`src/rtl/unidade_pc.sv`:
```
// Program-counter unit: PC register, next-PC selection (stall/return/call/jump/branch/sequential)
// and an optional circular return-address stack built only when PILHA_RET_EN is defined.
module unidade_pc #(
  parameter int LARGURA    = 32,
  parameter int PASSO      = 4,
  parameter int RESET_PC   = 0,
  parameter int PROF_PILHA = 4
) (
  input  logic               clock,
  input  logic               reset,
  input  logic               stall,
  input  logic               desvio,
  input  logic [LARGURA-1:0] offset,
  input  logic               salto,
  input  logic               chamada,
  input  logic               retorno,
  input  logic [LARGURA-1:0] alvo,
  output logic [LARGURA-1:0] PC,
  output logic [LARGURA-1:0] PC4,
  output logic               pilha_vazia,
  output logic               pilha_cheia,
  output logic               erro_pilha
);

  localparam logic [LARGURA-1:0] PASSO_V = LARGURA'(PASSO);
  localparam logic [LARGURA-1:0] RESET_V = LARGURA'(RESET_PC);

  if (PROF_PILHA < 2) begin : g_prof_invalida
    $error("PROF_PILHA must be at least 2");
  end

  // Modular sum; carry out is dropped so addresses wrap at 2^LARGURA.
  function automatic logic [LARGURA-1:0] soma_wrap(input logic [LARGURA-1:0] a,
                                                   input logic signed [LARGURA-1:0] b);
    logic signed [LARGURA:0] s;
    s = $signed({1'b0, a}) + (LARGURA+1)'(b);
    return s[LARGURA-1:0];
  endfunction

  logic [LARGURA-1:0]        pc_p0, pc_nxt, pc4;
  logic signed [LARGURA-1:0] offset_s, passo_s;

  assign offset_s = offset;
  assign passo_s  = PASSO_V;
  assign pc4      = soma_wrap(pc_p0, passo_s);
  assign PC       = pc_p0;
  assign PC4      = pc4;

`ifdef PILHA_RET_EN
  localparam int PW = (PROF_PILHA > 1) ? $clog2(PROF_PILHA) : 1;
  localparam int CW = $clog2(PROF_PILHA + 1);
  localparam logic [CW-1:0] CHEIO = CW'(PROF_PILHA);
  localparam logic [PW-1:0] ULT   = PW'(PROF_PILHA - 1);

  logic [LARGURA-1:0] pilha_mem [PROF_PILHA];
  logic [PW-1:0]      topo_p0, topo_nxt, topo_inc, topo_dec;
  logic [CW-1:0]      cont_p0, cont_nxt;
  logic               erro_p0, erro_nxt, push;

  // topo_p0 points at the newest entry; wrapping overwrites the oldest one.
  assign topo_inc = (topo_p0 == ULT) ? '0 : topo_p0 + 1'b1;
  assign topo_dec = (topo_p0 == '0) ? ULT : topo_p0 - 1'b1;

  always_comb begin
    pc_nxt   = pc4;
    topo_nxt = topo_p0;
    cont_nxt = cont_p0;
    erro_nxt = 1'b0;
    push     = 1'b0;
    if (stall) begin
      pc_nxt = pc_p0;
    end else if (retorno) begin
      if (cont_p0 != '0) begin
        pc_nxt   = pilha_mem[topo_p0];
        topo_nxt = topo_dec;
        cont_nxt = cont_p0 - 1'b1;
      end else begin
        erro_nxt = 1'b1;
      end
    end else if (chamada) begin
      pc_nxt   = alvo;
      push     = 1'b1;
      topo_nxt = topo_inc;
      if (cont_p0 == CHEIO) erro_nxt = 1'b1;
      else                  cont_nxt = cont_p0 + 1'b1;
    end else if (salto) begin
      pc_nxt = alvo;
    end else if (desvio) begin
      pc_nxt = soma_wrap(pc_p0, offset_s);
    end
  end

  always_ff @(posedge clock) begin
    if (reset) begin
      pc_p0   <= RESET_V;
      topo_p0 <= '0;
      cont_p0 <= '0;
      erro_p0 <= 1'b0;
    end else begin
      pc_p0   <= pc_nxt;
      topo_p0 <= topo_nxt;
      cont_p0 <= cont_nxt;
      erro_p0 <= erro_nxt;
    end
  end

  // Storage is data only; an emptied count makes stale entries unreachable.
  always_ff @(posedge clock) begin
    if (push) pilha_mem[topo_nxt] <= pc4;
  end

  assign pilha_vazia = (cont_p0 == '0);
  assign pilha_cheia = (cont_p0 == CHEIO);
  assign erro_pilha  = erro_p0;
`else
  always_comb begin
    pc_nxt = pc4;
    if (stall) begin
      pc_nxt = pc_p0;
    end else if (chamada || salto) begin
      pc_nxt = alvo;
    end else if (desvio) begin
      pc_nxt = soma_wrap(pc_p0, offset_s);
    end else begin
      // Without a stack a return is just another sequential step.
      pc_nxt = retorno ? pc4 : pc4;
    end
  end

  always_ff @(posedge clock) begin
    if (reset) pc_p0 <= RESET_V;
    else       pc_p0 <= pc_nxt;
  end

  assign pilha_vazia = 1'b1;
  assign pilha_cheia = 1'b0;
  assign erro_pilha  = 1'b0;
`endif

endmodule
```
`config.mk`:
```
export PLATFORM = sky130hd
export DESIGN_NAME = unidade_pc
export DESIGN_NICKNAME = d
export VERILOG_FILES = /design/src/rtl/unidade_pc.sv
export SDC_FILE = /design/constraint.sdc
export NUM_CORES = 1
export LEC_CHECK = 0
export CAP_MARGIN = 20
export CORE_MARGIN = 1
export CORE_UTILIZATION = 44
export CTS_CLUSTER_DIAMETER = 60
export DETAILED_ROUTE_END_ITERATION = 6
export HOLD_SLACK_MARGIN = 0.1
export PLACE_DENSITY = 0.78
export SYNTH_ARGS = -nofsm -noshare
export SYNTH_HDL_FRONTEND = slang
export SYNTH_SLANG_ARGS = --single-unit
```
`constraint.sdc`:
```
create_clock -name clock -period 3.2 [get_ports clock]
set_clock_uncertainty 0.1 [all_clocks]
set_input_delay 0.64 -clock clock [delete_from_list [all_inputs] [get_ports clock]]
set_output_delay 0.64 -clock clock [all_outputs]
set_load 0.01 [all_outputs]
```
==> impl_metrics.json, run 1 <==
{
  "status": "complete, but fails checks",
  "failed_checks": "design-rule violations",
  "finalWirelength_mm": 15.1,
  "root_buffer": "clkbuf_8",
  "dieArea_mm2": 0.00960,
  "synth_ff_type": "dfxtp_1",
  "p_int_mw": 1.07,
  "ff2ff_setup_slack_ns": 0.40,
  "cts_made_buffers": 5,
  "clock-sinks": 32,
  "ys_warn_count": 0,
  "largest_reg_flops": 32,
  "io_pins": 138,
  "dr.pass1.iters": 7,
  "rsz0062_at_grt": "false",
  "dp_hpwl_mm": 11.2,
  "ctsLongestPathBuffers": 2,
  "drv_slew": 0,
  "crit_chain": "clkdlybuf4s50_1 > ha_1 > a21oi_1 > o21ai_0 > a41oi_2 > a2111oi_4 > o311a_1 > or3_1 > a31oi_1 > o22ai_1",
  "worst_slew_pin_slew_ns": 0.718,
  "slew_headroom_pct": 52.1,
  "synth_top_area_share_pct": 15.8,
  "clock_latency_ns": 0.29,
  "syn2layout_area_growth_pct": 50.9,
  "synth_top_cell_by_area": "dfxtp_1",
  "nets": 846,
  "cp-end-kind": "register",
  "worstSetupStartpointType": "primary input",
  "worst_r2r_startpoint": "PC[16]$_SDFFE_PP0N_",
  "avgSynthCellArea_um2": 7.23,
  "place.gp.congestion": 0.889,
  "core_area_mm2": 0.00881,
  "ir_worst_vdd_mv": 0.173,
  "power_mw": 1.72,
  "final_area_mm2": 0.00612,
  "vias": 5070,
  "power_density_mw_per_mm2": 281,
  "drc": 9,
  "grt_pass1_wl_mm": 24.0,
  "fin_setup_tns_ns": 0,
  "gr-total-overflow": 0,
  "ys_ff_latch": 32,
  "hold_end": "PC[22]$_SDFFE_PP0N_",
  "drive_above_1_share_pct": 15.7,
  "drv_cap": 0,
  "num_rows": 34,
  "yosysMostFrequentCell": "nand2_1",
  "ys_seq_area_share_pct": 15.8,
  "synthTopCellsByArea": "dfxtp_1, ha_1, xnor2_1",
  "routed_via_density": 5.96,
  "ant_nets": 0,
  "floorplan.initialDensity_pct": 46.1,
  "placed_cell_area_mm2": 0.00591,
  "fin_crit_sh_pct": 96.9,
  "io_buffer_count": 133,
  "cts_hold_buffers": 0,
  "dp.cells": 842,
  "ff2ff_path_depth": 10,
  "grt_pass1_vias": 4908,
  "syn_area_mm2": 0.00406,
  "synth_edf_count": 0,
  "die_h_um": 98,
  "routedWlPerCell_um": 17.7,
  "num_antenna_cells": 0,
  "crit_fanout": 5,
  "final.min_clock_period_ns": 3.10,
  "hold_path_class": "register to register",
  "p_clk_share_pct": 20.0,
  "p_leak_nw": 2.59,
  "synth_common_cells": "nand2_1, a21oi_1, nor2_1",
  "r2r_end": "PC[27]$_SDFFE_PP0N_",
  "h-tree-depth": 2,
  "utilization_pct": 69.5,
  "fp.dieW_um": 98,
  "finalNonFillerCells": 851,
  "antenna_found_initial": 0,
  "drt_iter0_markers": 283,
  "criticalPathCategory": "primary input to register",
  "grtUsageTotal_pct": 30.8,
  "ys_types": 72,
  "ys_async_sr_fraction_pct": 0,
  "cts_tree": "done",
  "swShare_pct": 38.0,
  "final.fill_count": 772,
  "hold_viol_final": 0,
  "slowest_stage": "clkdlybuf4s50_1",
  "grt_max_degree": 43,
  "cpPeakStageDelay_ns": 0.43,
  "arrival_ns": 3.16,
  "p_sw_mw": 0.655,
  "power_frac_seq_pct": 26.8,
  "crit_buf_inv": 1,
  "crit_family": "compound AO/OA/AOI/OAI gates",
  "path_clk_slew_ns": 0.07,
  "syn_inst": 561,
  "setup_viol": 0,
  "hold_start": "PC[22]$_SDFFE_PP0N_",
  "comb_power_share_pct": 53.1,
  "critical_path_required_ns": 3.26,
  "max_freq_mhz": 323,
  "holdPathStages": 2
}
[routing by layer]
metal / global-route usage (%) / up-vias / share of wire (%)
li1: - / 2424 / -
met1: 39.9 / 2408 / 43
met2: 52.4 / 211 / 48
met3: 4.65 / 27 / 7.4
met4: 9.32 / 0 / 2.0
met5: 0 / - / 0
[metrics by stage]
step	hold WS (ns)	setup WS (ns)
2_1_floorplan	0.446	0.331
3_3_place_gp	0.445	-0.302
3_5_place_dp	0.474	-0.366
4_1_cts	0.490	0.00514
5_1_grt	0.465	0.00472
6_report	0.445	0.0997
[power groups by stage]
stage	clock (mW)	sequential [mW]	combinational, mW
finish	0.345	0.462	0.915
global route	0.365	0.466	0.987
CTS	0.351	0.459	0.893
detailed placement	0	0.468	0.883
global placement	0	0.466	0.867
floorplan	0	0.492	0.459
[worst min-delay path, stage by stage (launching register included)]
cell and delay, ns:
dfxtp_2 0.36, nand2_1 0.08, o22ai_1 0.07
[kinds of logic after synthesis]
group                    after synthesis  synth area share, %
flip-flops                            32                 15.8
multiplexers                           8                 1.97
other                                  2                0.185
AO/OA/AOI/OAI                        184                 31.3
AND/OR/NAND/NOR                      204                 24.8
buffers and inverters                 51                 5.37
XOR/XNOR                              47                 10.2
adder cells (fa/ha/maj)               33                 10.4
[area by class of cell]
| class | instances | area, um^2 | area share, % |
|---|---|---|---|
| multi-input combinational | 479 | 3300 | 53.9 |
| sequential | 32 | 643 | 10.5 |
| clock buffer | 8 | 90.1 | 1.47 |
| tap | 108 | 135 | 2.21 |
| inverter | 19 | 71.3 | 1.17 |
| timing repair buffer | 205 | 1880 | 30.7 |
[worst max path at each step]
stage,start,to,slack [ns],cells after the start
2_1_floorplan,offset[0],PC[28]$_SDFFE_PP0N_,0.33,11
3_3_place_gp,offset[0],PC[26]$_SDFFE_PP0N_,-0.30,12
3_5_place_dp,offset[0],PC[26]$_SDFFE_PP0N_,-0.37,12
4_1_cts,offset[0],PC[28]$_SDFFE_PP0N_,0.005,12
5_1_grt,offset[2],PC[27]$_SDFFE_PP0N_,0.005,10
6_report,offset[12],PC[27]$_SDFFE_PP0N_,0.1,10
[timing repair]
action	4_1_cts	5_1_grt
setup buffers	1	0
resized for setup	8	20
setup endpoints to repair	8	20
pin swaps	1	6
[placed cells by master (no fill, tap or decap), types with 4 or more instances in the layout]
master | synthesis | routed
a211oi_1 | 7 | 7
o221ai_1 | 4 | 4
a21oi_1 | 57 | 56
a21o_1 | 11 | 11
o21ai_0 | 22 | 22
nand4_1 | 12 | 12
nor2_1 | 50 | 48
o22ai_1 | 12 | 12
mux2i_1 | 8 | 8
o211ai_1 | 4 | 4
a22oi_1 | 6 | 6
nand3_1 | 19 | 19
nand2_1 | 66 | 66
o21ai_1 | 7 | 7
nor3_1 | 8 | 8
buf_4 | 6 | 72
xnor2_2 | 0 | 5
clkdlybuf4s50_1 | 0 | 129
clkbuf_8 | 0 | 6
o21a_1 | 6 | 6
inv_1 | 17 | 17
xnor2_1 | 35 | 30
dfxtp_1 | 32 | 30
a31oi_1 | 8 | 8
and2_1 | 7 | 6
and3_1 | 12 | 11
and4_1 | 7 | 4
ha_1 | 32 | 31
xor2_1 | 12 | 12
(Power assumes the default switching activity.)
==> inputs of run 2 (changes only) <==
--- a/config.mk
+++ b/config.mk
@@ -7,11 +7,11 @@
 export LEC_CHECK = 0
 export CAP_MARGIN = 20
 export CORE_MARGIN = 1
-export CORE_UTILIZATION = 44
+export CORE_UTILIZATION = 43
 export CTS_CLUSTER_DIAMETER = 60
 export DETAILED_ROUTE_END_ITERATION = 6
 export HOLD_SLACK_MARGIN = 0.1
-export PLACE_DENSITY = 0.78
+export PLACE_DENSITY = 0.79
 export SYNTH_ARGS = -nofsm -noshare
 export SYNTH_HDL_FRONTEND = slang
 export SYNTH_SLANG_ARGS = --single-unit
==> constraint.sdc (replaced) <==
create_clock -name clock -period 2.8 [get_ports clock]
set_clock_uncertainty 0.1 [all_clocks]
set_input_delay 0.56 -clock clock [delete_from_list [all_inputs] [get_ports clock]]
set_output_delay 0.56 -clock clock [all_outputs]
set_load 0.01 [all_outputs]
==> run 2 against run 1 <==
Net effect: the flow finishes with violations (negative setup slack); sequential share of layout area down 1.2 points; utilization increased by 6.9 points; register-to-register slack lost 0.35 ns; wire length grew 23%; setup slack lost 0.17 ns; worst hold slack improved by 0.078 ns.
==> impl_metrics.json, run 2 (synthesis results as in run 1) <==
{
  "grt_max_degree": 43,
  "routed_via_density": 6.15,
  "ant_nets": 0,
  "dieArea_mm2": 0.00982,
  "top_layer": "met4",
  "core_area_mm2": 0.00920,
  "swShare_pct": 39.6,
  "crit_fanout": 3,
  "ir_worst_vdd_mv": 0.207,
  "largest_reg_flops": 32,
  "power_frac_seq_pct": 23.5,
  "gr-total-overflow": 0,
  "p_sw_mw": 0.875,
  "comb_power_share_pct": 57.5,
  "finalWirelength_mm": 18.4,
  "mostFrequentLayoutCell": "buf_4",
  "final.fill_count": 660,
  "failed_checks": "negative setup slack",
  "criticalPathCategory": "register to primary output",
  "dp_hpwl_mm": 12.5,
  "nets": 916,
  "antenna_found_initial": 0,
  "h-tree-depth": 2,
  "hold_path_class": "register to register",
  "worstSetupStartpointType": "register",
  "wl_met3_mm": 1.46,
  "final.setup.worst_slack_ns": -0.0713,
  "num_rows": 35,
  "ctsLongestPathBuffers": 2,
  "drv_slew": 0,
  "num_antenna_cells": 0,
  "io_pins": 138,
  "multi_input_area_mm2": 0.00368,
  "root_buffer": "clkbuf_8",
  "dr.pass1.iters": 6,
  "drc": 0,
  "final.min_clock_period_ns": 2.87,
  "critical_path_required_ns": 2.14,
  "rsz0062_at_grt": "true",
  "hold_viol_final": 0,
  "regArea_um2": 651,
  "vias": 5687,
  "setup_viol": 1,
  "dp.cells": 890,
  "syn2layout_area_growth_pct": 73.2,
  "floorplan.initialDensity_pct": 44.1,
  "clock-sinks": 32,
  "cts_tree": "done",
  "fin_setup_tns_ns": -0.0713,
  "place.gp.congestion": 0.941,
  "grt_pass1_vias": 5548,
  "routedWlPerCell_um": 20.0,
  "whs_ns": 0.523,
  "cts_made_buffers": 5,
  "cp-end-kind": "primary output",
  "max_freq_mhz": 348,
  "drv_cap": 0,
  "met2WireLength_mm": 9.00,
  "wl_met1_mm": 7.19,
  "drt_iter0_markers": 388,
  "grtUsageTotal_pct": 35.7,
  "drive_above_1_share_pct": 29.2,
  "p_clk_share_pct": 19.0,
  "die_h_um": 99.1,
  "grt_pass1_wl_mm": 27.7,
  "final_cell_mix": "buf_4, clkdlybuf4s50_1, nand2_1",
  "io_buffer_count": 133,
  "fin_crit_sh_pct": 103,
  "p_leak_nw": 3.07,
  "status": "complete, but fails checks",
  "fp.dieW_um": 99.1,
  "pre_cts_ws_ns": -0.692,
  "arrival_ns": 2.21,
  "power_density_mw_per_mm2": 315,
  "clock_latency_ns": 0.31,
  "utilization_pct": 76.4,
  "path_clk_slew_ns": 0.08,
  "p_int_mw": 1.34,
  "finalNonFillerCells": 924
}
-- run 2: cell types whose count changed in the layout (fill, tap and decap cells not counted), moves of 6 or more --
cell | before | now
ha_4 | 0 | 17
ha_1 | 31 | 12
a21oi_1 | 56 | 45
buf_4 | 72 | 136
clkdlybuf4s50_1 | 129 | 91
clkdlybuf4s15_1 | 0 | 6
dlygate4sd2_1 | 1 | 26
a21oi_2 | 0 | 6
-- run 2: cell type report --
type                    count  area share [%]
clock buffers               6            1.18
clock inverters             2           0.143
multi-input cells         479            52.3
flip-flops and latches     32            9.26
inverters                  19            1.02
well taps                 111            1.98
repair buffers            275            34.1
-- run 2: power by group through the flow --
stage                     Sequential, mW  Clock (mW)  Combinational, mW
after floorplan                    0.563           0              0.525
after global placement             0.523           0               1.07
after detailed placement           0.524           0               1.09
after CTS                          0.515       0.403               1.19
after global routing               0.523       0.429               1.35
final                              0.519       0.420               1.27
-- run 2: what timing repair did --
item                       in CTS  in global routing
setup endpoints to repair      38                 34
pin swaps                      42                 36
resized for setup             102                 47
hold buffers                    0                  0
setup buffers                  16                 12
-- run 2: worst paths after layout --
kind | slack, ns | endpoint | start | cells past startpoint
worst max-delay path | -0.07 | PC4[28] | PC[8]$_SDFFE_PP0N_ | 8
worst min-delay path | 0.52 | PC[24]$_SDFFE_PP0N_ | PC[24]$_SDFFE_PP0N_ | 2
worst max register to register | 0.05 | PC[27]$_SDFFE_PP0N_ | PC[16]$_SDFFE_PP0N_ | 10
worst min register to register | 0.52 | PC[24]$_SDFFE_PP0N_ | PC[24]$_SDFFE_PP0N_ | 2
-- run 2: worst max-delay path: stages, from the launching register on --
cell     delay, ns
dfxtp_2       0.34
nand4_1       0.17
nor2_2        0.24
nand4_1       0.25
nor3_2        0.27
buf_4         0.16
nand4_1       0.11
xnor2_1       0.21
buf_2         0.17
-- run 2: routing by layer --
metal | vias up | global-route usage (%)
li1 | 2571 | -
met1 | 2703 | 42.8
met2 | 336 | 62.9
met3 | 77 | 5.20
met4 | 0 | 17.1
met5 | - | 0
-- run 2: stage by stage --
| step | total power, mW | area (um^2) |
|---|---|---|
| CTS | 2.11 | 6840 |
| global route | 2.30 | 7020 |
| finish | 2.21 | 7020 |
| global placement | 1.59 | 6270 |
| detailed placement | 1.61 | 6270 |
| floorplan | 1.09 | 4060 |
==> inputs of run 3 (changes only) <==
--- a/config.mk
+++ b/config.mk
@@ -8,7 +8,7 @@
 export CAP_MARGIN = 20
 export CORE_MARGIN = 1
 export CORE_UTILIZATION = 43
-export CTS_CLUSTER_DIAMETER = 60
+export CTS_CLUSTER_DIAMETER = 30
 export DETAILED_ROUTE_END_ITERATION = 6
 export HOLD_SLACK_MARGIN = 0.1
 export PLACE_DENSITY = 0.79
==> results of run 3 <==
No change in the layout: final DEF, timing and power equal those of run 2.
